### config.mk
export PLATFORM = sky130hd
export DESIGN_NAME = muldiv_hilo_unit
export DESIGN_NICKNAME = d
export VERILOG_FILES = /design/src/rtl/muldiv_hilo_unit.sv
export SDC_FILE = /design/constraint.sdc
export NUM_CORES = 1
export LEC_CHECK = 0
export CORE_ASPECT_RATIO = 0.6
export CORE_MARGIN = 4
export CORE_UTILIZATION = 65
export CTS_CLUSTER_DIAMETER = 40
export DETAILED_ROUTE_END_ITERATION = 10
export DONT_BUFFER_PORTS = 1
export HOLD_SLACK_MARGIN = 0.1
export PLACE_DENSITY = 0.9
export SYNTH_ARGS = -nofsm -noshare
export SYNTH_HDL_FRONTEND = slang
export SYNTH_SLANG_ARGS = --single-unit
### constraint.sdc
create_clock -name clk_i -period 6.7 [get_ports clk_i]
set_input_delay 2.01 -clock clk_i [delete_from_list [all_inputs] [get_ports clk_i]]
set_output_delay 2.01 -clock clk_i [all_outputs]
set_load 0.005 [all_outputs]
### src/rtl/muldiv_hilo_unit.sv
// muldiv_hilo_unit
//   Iterative multiply/divide unit that owns the architectural HI/LO registers.
//   MULT/MULTU/DIV/DIVU take WIDTH+1 cycles: WIDTH shift-add or restoring
//   shift-subtract steps on magnitudes, then one sign-fix cycle that writes
//   HI/LO and pulses done_o. MTHI/MTLO write HI/LO directly while idle.
//
// Ports
//   clk_i      clock, rising edge
//   rst_n_i    synchronous reset, active low
//   start_i    launch operation (sampled only when idle)
//   op_i       0=MULT 1=MULTU 2=DIV 3=DIVU
//   src_a_i    multiplicand / dividend
//   src_b_i    multiplier / divisor
//   cancel_i   abort in-flight operation; blocks a start while idle
//   mthi_i     write wdata_i to HI while idle
//   mtlo_i     write wdata_i to LO while idle
//   wdata_i    MTHI/MTLO data
//   busy_o     operation in flight
//   done_o     one-cycle pulse when HI/LO were written by a mul/div
//   hi_o/lo_o  HI / LO registers
//
// state  | meaning
// IDLE   | waiting; accepts start and MTHI/MTLO
// RUN    | one iteration step per cycle, counter counts down to 0
// FIX    | sign correction, HI/LO write, done pulse
module muldiv_hilo_unit #(
  parameter int WIDTH = 32
) (
  input  logic             clk_i,
  input  logic             rst_n_i,
  input  logic             start_i,
  input  logic [1:0]       op_i,
  input  logic [WIDTH-1:0] src_a_i,
  input  logic [WIDTH-1:0] src_b_i,
  input  logic             cancel_i,
  input  logic             mthi_i,
  input  logic             mtlo_i,
  input  logic [WIDTH-1:0] wdata_i,
  output logic             busy_o,
  output logic             done_o,
  output logic [WIDTH-1:0] hi_o,
  output logic [WIDTH-1:0] lo_o
);

  localparam logic [1:0] S_IDLE = 2'd0;
  localparam logic [1:0] S_RUN  = 2'd1;
  localparam logic [1:0] S_FIX  = 2'd2;
  localparam int CW = (WIDTH > 1) ? $clog2(WIDTH) : 1;

  logic [1:0]         state_q, state_d;
  logic [CW-1:0]      cnt_q, cnt_d;
  logic [2*WIDTH-1:0] acc_q, acc_d;
  logic [WIDTH-1:0]   divisor_q, divisor_d;
  logic               is_div_q, is_div_d;
  logic               neg_q, neg_d;
  logic               rem_neg_q, rem_neg_d;
  logic               div0_q, div0_d;
  logic [WIDTH-1:0]   hi_q, hi_d;
  logic [WIDTH-1:0]   lo_q, lo_d;
  logic               done_q, done_d;

  logic               a_neg, b_neg;
  logic [WIDTH-1:0]   abs_a, abs_b;
  logic [WIDTH:0]     mul_sum;
  logic [2*WIDTH-1:0] mul_next;
  logic [2*WIDTH:0]   div_shift;
  logic [WIDTH:0]     div_diff;
  logic [2*WIDTH-1:0] div_next;
  logic [2*WIDTH-1:0] prod_fix;
  logic [WIDTH-1:0]   quo_fix, rem_fix;

  // Operands are reduced to magnitudes; 0x80000000 maps to itself, which is
  // the correct unsigned magnitude.
  always_comb begin
    a_neg = ~op_i[0] & src_a_i[WIDTH-1];
    b_neg = ~op_i[0] & src_b_i[WIDTH-1];
    abs_a = a_neg ? (WIDTH'(0) - src_a_i) : src_a_i;
    abs_b = b_neg ? (WIDTH'(0) - src_b_i) : src_b_i;
  end

  // acc_q low half holds the multiplier (mul) or the dividend/quotient (div);
  // high half holds the partial product or the partial remainder.
  always_comb begin
    mul_sum   = {1'b0, acc_q[2*WIDTH-1:WIDTH]} + {1'b0, divisor_q};
    mul_next  = acc_q[0] ? {mul_sum, acc_q[WIDTH-1:1]} : {1'b0, acc_q[2*WIDTH-1:1]};
    div_shift = {acc_q, 1'b0};
    div_diff  = div_shift[2*WIDTH:WIDTH] - {1'b0, divisor_q};
    div_next  = div_diff[WIDTH] ? div_shift[2*WIDTH-1:0]
                                : {div_diff[WIDTH-1:0], div_shift[WIDTH-1:1], 1'b1};
  end

  // A zero divisor naturally yields remainder = |a|, so only the quotient
  // needs forcing to all ones; the remainder sign fix restores src_a.
  always_comb begin
    prod_fix = neg_q ? ((2*WIDTH)'(0) - acc_q) : acc_q;
    quo_fix  = div0_q ? {WIDTH{1'b1}}
             : (neg_q ? (WIDTH'(0) - acc_q[WIDTH-1:0]) : acc_q[WIDTH-1:0]);
    rem_fix  = rem_neg_q ? (WIDTH'(0) - acc_q[2*WIDTH-1:WIDTH]) : acc_q[2*WIDTH-1:WIDTH];
  end

  always_comb begin
    state_d   = state_q;
    cnt_d     = cnt_q;
    acc_d     = acc_q;
    divisor_d = divisor_q;
    is_div_d  = is_div_q;
    neg_d     = neg_q;
    rem_neg_d = rem_neg_q;
    div0_d    = div0_q;
    hi_d      = hi_q;
    lo_d      = lo_q;
    done_d    = 1'b0;
    case (state_q)
      S_IDLE: begin
        if (start_i && !cancel_i) begin
          acc_d     = {{WIDTH{1'b0}}, abs_a};
          divisor_d = abs_b;
          is_div_d  = op_i[1];
          neg_d     = a_neg ^ b_neg;
          rem_neg_d = a_neg;
          div0_d    = (src_b_i == '0);
          cnt_d     = CW'(WIDTH - 1);
          state_d   = S_RUN;
        end else if (!start_i) begin
          // A start (even one blocked by cancel) drops any move in the same cycle.
          if (mthi_i) hi_d = wdata_i;
          if (mtlo_i) lo_d = wdata_i;
        end
      end
      S_RUN: begin
        if (cancel_i) begin
          state_d = S_IDLE;
        end else begin
          acc_d = is_div_q ? div_next : mul_next;
          if (cnt_q == '0) state_d = S_FIX;
          else             cnt_d   = cnt_q - 1'b1;
        end
      end
      S_FIX: begin
        state_d = S_IDLE;
        if (!cancel_i) begin
          if (is_div_q) begin
            hi_d = rem_fix;
            lo_d = quo_fix;
          end else begin
            hi_d = prod_fix[2*WIDTH-1:WIDTH];
            lo_d = prod_fix[WIDTH-1:0];
          end
          done_d = 1'b1;
        end
      end
      default: state_d = S_IDLE;
    endcase
  end

  always_ff @(posedge clk_i) begin
    if (!rst_n_i) begin
      state_q   <= S_IDLE;
      cnt_q     <= '0;
      acc_q     <= '0;
      divisor_q <= '0;
      is_div_q  <= 1'b0;
      neg_q     <= 1'b0;
      rem_neg_q <= 1'b0;
      div0_q    <= 1'b0;
      hi_q      <= '0;
      lo_q      <= '0;
      done_q    <= 1'b0;
    end else begin
      state_q   <= state_d;
      cnt_q     <= cnt_d;
      acc_q     <= acc_d;
      divisor_q <= divisor_d;
      is_div_q  <= is_div_d;
      neg_q     <= neg_d;
      rem_neg_q <= rem_neg_d;
      div0_q    <= div0_d;
      hi_q      <= hi_d;
      lo_q      <= lo_d;
      done_q    <= done_d;
    end
  end

  assign busy_o = (state_q != S_IDLE);
  assign done_o = done_q;
  assign hi_o   = hi_q;
  assign lo_o   = lo_q;

endmodule

Word level (Yosys, flattened, before mapping)
Index checks and enable logic that the tools add are counted.
- flip-flop bits (word level): 172
- word-level logic and storage cells: 82
- output and inout bits: 66
- mux-type cells: 33
- bitwise operators: 4
- eq/ne operators: 11
- add/sub/neg operators: 8
- reductions and logical operators: 15
- operators by type and width (kind ; number):
    32-bit 2-to-1 mux ; 15
    64-bit 2-to-1 mux ; 6
    32-bit one-hot mux with 2 select lines ; 2
    64-bit one-hot mux with 2 select lines ; 1
    1-bit by 32-bit subtractor with 32-bit output (first input constant) ; 4
    1-bit by 64-bit subtractor with 64-bit output (first input constant) ; 1
    32-bit by 32-bit adder with 33-bit output ; 1
    33-bit by 32-bit subtractor with 33-bit output ; 1
    32-bit logical NOT ; 1
    2-bit != test (second input constant) ; 8
    5-bit 2-to-1 mux ; 3
    5-bit one-hot mux with 2 select lines ; 1
    5-bit AND reduction ; 2
    2-bit 2-to-1 mux ; 3
    2-bit AND reduction ; 3
    2-bit nonzero test ; 3
    5-bit logical NOT ; 1
    5-bit by 1-bit subtractor with 5-bit output (second input constant) ; 1
    2-bit one-hot mux with 2 select lines ; 1
    4-bit AND reduction ; 1
    3-bit != test (second input constant) ; 1
    3-bit AND reduction ; 1
    1-bit AND ; 2
    2-bit by 1-bit == test with 1-bit output (second input constant) ; 1
    other kinds (7) ; 7

Logic depth before layout (Yosys ltp)
- depth after elaboration: 6
- mapped depth: 14
- gate-level depth less buffers: 12

Least setup slack after synthesis
OpenSTA, ideal clock, no wires.
- kind: input -> register
- start: in src_b_i[12]
- end: reg divisor_q[26]
- library setup time: 0.116 ns
- required time: 6.584 ns
- arrival: 3.941 ns
- stages on the path: 8
- slack: 2.643 ns
- cells stage by stage: or3_1 > or4_1 > nor3_1 > and2_1 > nand2_1 > o31ai_1 > xnor2_1 > o211a_1
- cells in the longest elaborated chain, start to end: 2
- RTL lines (what ; line ; text):
    start: declaration ; 34 ; input logic [WIDTH-1:0] src_b_i,
    1-bit by 32-bit subtractor with 32-bit output ; 78 ; abs_b = b_neg ? (WIDTH'(0) - src_b_i) : src_b_i;
    32-bit 2-to-1 mux ; 78 ;
    end signal: assignment ; 173 ; divisor_q <= divisor_d;
    end: declaration ; 53 ; logic [WIDTH-1:0] divisor_q, divisor_d;
Every way passes these cells.
A chain may end at the register's enable or synchronous reset.

Worst setup path after layout
- start: reg acc_q[32]
- end: reg acc_q[36]
- cells in the longest elaborated chain, start to end: 5
- RTL lines (what ; line ; text):
    start: declaration ; 52 ; logic [2*WIDTH-1:0] acc_q, acc_d;
    start signal: assignment ; 160 ; acc_q <= '0;
    start signal: assignment ; 172 ; acc_q <= acc_d;
    33-bit by 32-bit subtractor with 33-bit output or 32-bit by 32-bit adder with 33-bit output (tied branches) ; 87, 84 ;
    64-bit 2-to-1 mux, on equally long branches ; 88, 85 ;
    64-bit 2-to-1 mux (*) ; 134 ; acc_d = is_div_q ? div_next : mul_next;
    64-bit 2-to-1 mux (*) ; 131 ; if (cancel_i) begin
    64-bit one-hot mux with 2 select lines (*) ; 113 ; case (state_q)
Every way passes the cells marked *; elsewhere a longest branch is shown, timed or not. The select of a mux whose other input is x is not followed.

==> metrics <==
Psw 1010 uW; Routed Antenna Nets 0; synth unique cells 78; CP delay by family, top compound AO/OA/AOI/OAI gates; peak supply drop 0.156 mV; Combinational Power Share 0.240; CTS hold repair buffers 0; Final Skew 18.0 ps; Leakage 0.00618 uW; Final Net Count 1,969; WP data required 7060 ps; crit share post-route 0.657; initial antenna violation count 0; Final setup viols 0; part of the Yosys area used for sequential elements 0.239; Switching Fraction 0.348; Antenna Cells 0; Starting Density 0.672; crit path from acc_q[32]$_SDFFE_PN0P_; XOR/XNOR Fraction of Synth Area 0.0999; Critical Path Sink Type flop; min-delay src lo_o[13]$_SDFFE_PN0P_; most frequent cells in the layout nand2_1 (190), dfxtp_1 (171), a21oi_1 (153); mux cell area share after synthesis 0.0299; Final Max Tran Viols 0; pwr/cell area 194 mW/mm^2; most common cell after layout, fill and taps aside nand2_1; Die ar. 0.0247 mm^2; later-pin clock latency in the skew report 460 ps; DP HPWL 39,900 um; Placement Rows 41; Clock transition at path regs 70 ps; ys async rst share 0; worst hold path type reg -> reg; kind of critical path reg -> reg; routed vias/inst 7.32; Die X 200 um; reg2reg start acc_q[32]$_SDFFE_PN0P_; DP Worst Slack 2330 ps; worst-path fanout max 24; Simple-Gate Fraction of Synth Area 0.192; detailed router's first-iteration violation count 2,871; worst slew pin tran 1330 ps; CTS Buf Count 17; Worst Path Arrival 4760 ps; WL per Instance 25.3 um; drc violations 0; Post-Syn Area 0.0144 mm^2; post-CTS setup buffers 0; unrepaired setup endpoints after global routing no; First-pass DRT Iterations 8; setup TNS 0 ps; post-synth net total 2,065; layout cells sized above 1 0.0471; max_slew headroom 0.109; RD Place Congestion 1.05; largest net degree at the start of global routing 150; grt ovf 0; FMAX 227 MHz; post-synthesis compound-gate area fraction 0.322; Post-Syn Instances 1,889; Top Ports 170; min Tclk post-route 4400 ps; Seq pwr share 0.404; GRT Util Overall 0.414; Clock Sinks 172; Warnings, synthesis 0; Area growth syn-to-layout 3.98%; Area contributors post-synth dfxtp_1 (24%), ha_1 (6.1%), a21oi_1 (5.3%); main flop type after synthesis dfxtp_1; slowest CP cell nand2_1; WP buf/inv 1; Post-Syn Area per Cell 7.61 um^2; root buf cell clkbuf_16; Setup crit start kind flop; first-pass GRT wire length 78,900 um; clock power share 0.355; post_cts resized 0; dpl cells 2,053; routed vias 15,300; Post-Route WL 52,800 um; CTS tree yes; total internal power 1900 uW; Placeable Area 0.0214 mm^2; #FFs+latches synth 172; Port-buffer cells 0; worst-path cell chain inv_1 > fa_1 > nor2b_1 > o31a_1 > o211ai_1 > a21oi_1 > o2111a_1 > or3_1 > nand2_1 > o311a_1 > o31ai_1; Bufs on Longest Clock Path 2; largest family of logic cells by synthesized area compound AO/OA/AOI/OAI gates; H-tree depth 4; post-synth top area share 0.239; vias in the first global route 13,700; Worst path max stage delay 700 ps; non-filler cells, final 2,085; status completed; post-synth top area cell dfxtp_1; Hold Fails Final Rpt 0; Die H 123 um; worst setup margin 2300 ps; EDFF count, synth 0; MaxCap Viol Count 0; adder-cell share of the synthesized area 0.0637
synthesized netlist by cell type, drive strengths merged (9+ instances only):
cell type and number:
a211oi 42, a21boi 41, a21o 25, a21oi 153
a31oi 17, and2 16, and3 18, buf 13
clkbuf 119, dfxtp 172, ha 70, inv 63
mux2i 34, nand2 190, nand2b 18, nand3 39
nand4 11, nor2 116, nor2b 53, nor3 33
nor4 22, o211a 48, o211ai 38, o21a 16
o21ai 147, o21bai 11, o221ai 27, o31ai 26
o41ai 19, or2 9, or3 15, or4 11
xnor2 82, xor2 82
metrics by stage:
stage	hold slack, ps	utilization	total power, uW	instance area (um^2)
floorplan	443	-	1660	14400
global placement	471	0.672	1830	14400
detailed placement	480	0.672	1850	14400
CTS	488	0.699	2850	15000
global route	508	0.699	2990	15000
finish	486	0.699	2910	15000
per-layer routing:
layer	GRT usage	wire length, um	up-vias
met5	0.0638	212	-
met4	0.0980	1500	4
met3	0.249	10900	167
met2	0.518	19100	1251
met1	0.587	21100	7094
li1	-	-	6755
logic make-up (layout without fill, tap and decap cells):
group / count (synthesis) / count (layout)
adder cells (fa/ha/maj): 72 / 72
buffers and inverters: 195 / 112
multiplexers: 42 / 42
flip-flops: 172 / 172
AO/OA/AOI/OAI: 679 / 679
AND/OR/NAND/NOR: 565 / 565
XOR/XNOR: 164 / 164
power groups by stage:
stage                     logic, uW  clock network [uW]  registers, uW
final                           699                1030           1180
after CTS                       663                1020           1170
after detailed placement        658                   0           1190
after global routing            744                1070           1180
after global placement          640                   0           1190
after floorplan                 519                   0           1140
sequential cells by signal, indices dropped and copies added (netlist names):
name and count:
acc_q 64, cnt_q 5, div0_q 1, divisor_q 32
done_o 1, hi_o 32, is_div_q 1, lo_o 32
neg_q 1, rem_neg_q 1, state_q 2
worst register-to-register path, cell delays in order (launching register included):
cell      delay (ps)
dfxtp_1          520
inv_1            150
fa_1             450
nor2b_1          210
o31a_1           230
o211ai_1         220
a21oi_1          380
o2111a_1         280
or3_1            310
nand2_1          700
o311a_1          620
o31ai_1          230
final timing paths:
check / end / slack, ps / cells past startpoint
max: acc_q[36]$_SDFFE_PN0P_ / 2300 / 11
min: lo_o[13]$_SDFFE_PN0P_ / 490 / 2
max reg2reg: acc_q[36]$_SDFFE_PN0P_ / 2300 / 11
min reg2reg: lo_o[13]$_SDFFE_PN0P_ / 490 / 2
cell type report:
class | count | area (um^2)
multi-input cells | 1522 | 10200
flip-flops and latches | 172 | 3450
fillers | 1705 | 6440
clock buffers | 20 | 447
well taps | 279 | 349
clock inverters | 12 | 139
repair buffers | 17 | 128
inverters | 63 | 236
Power figures use the tool's default switching activity.
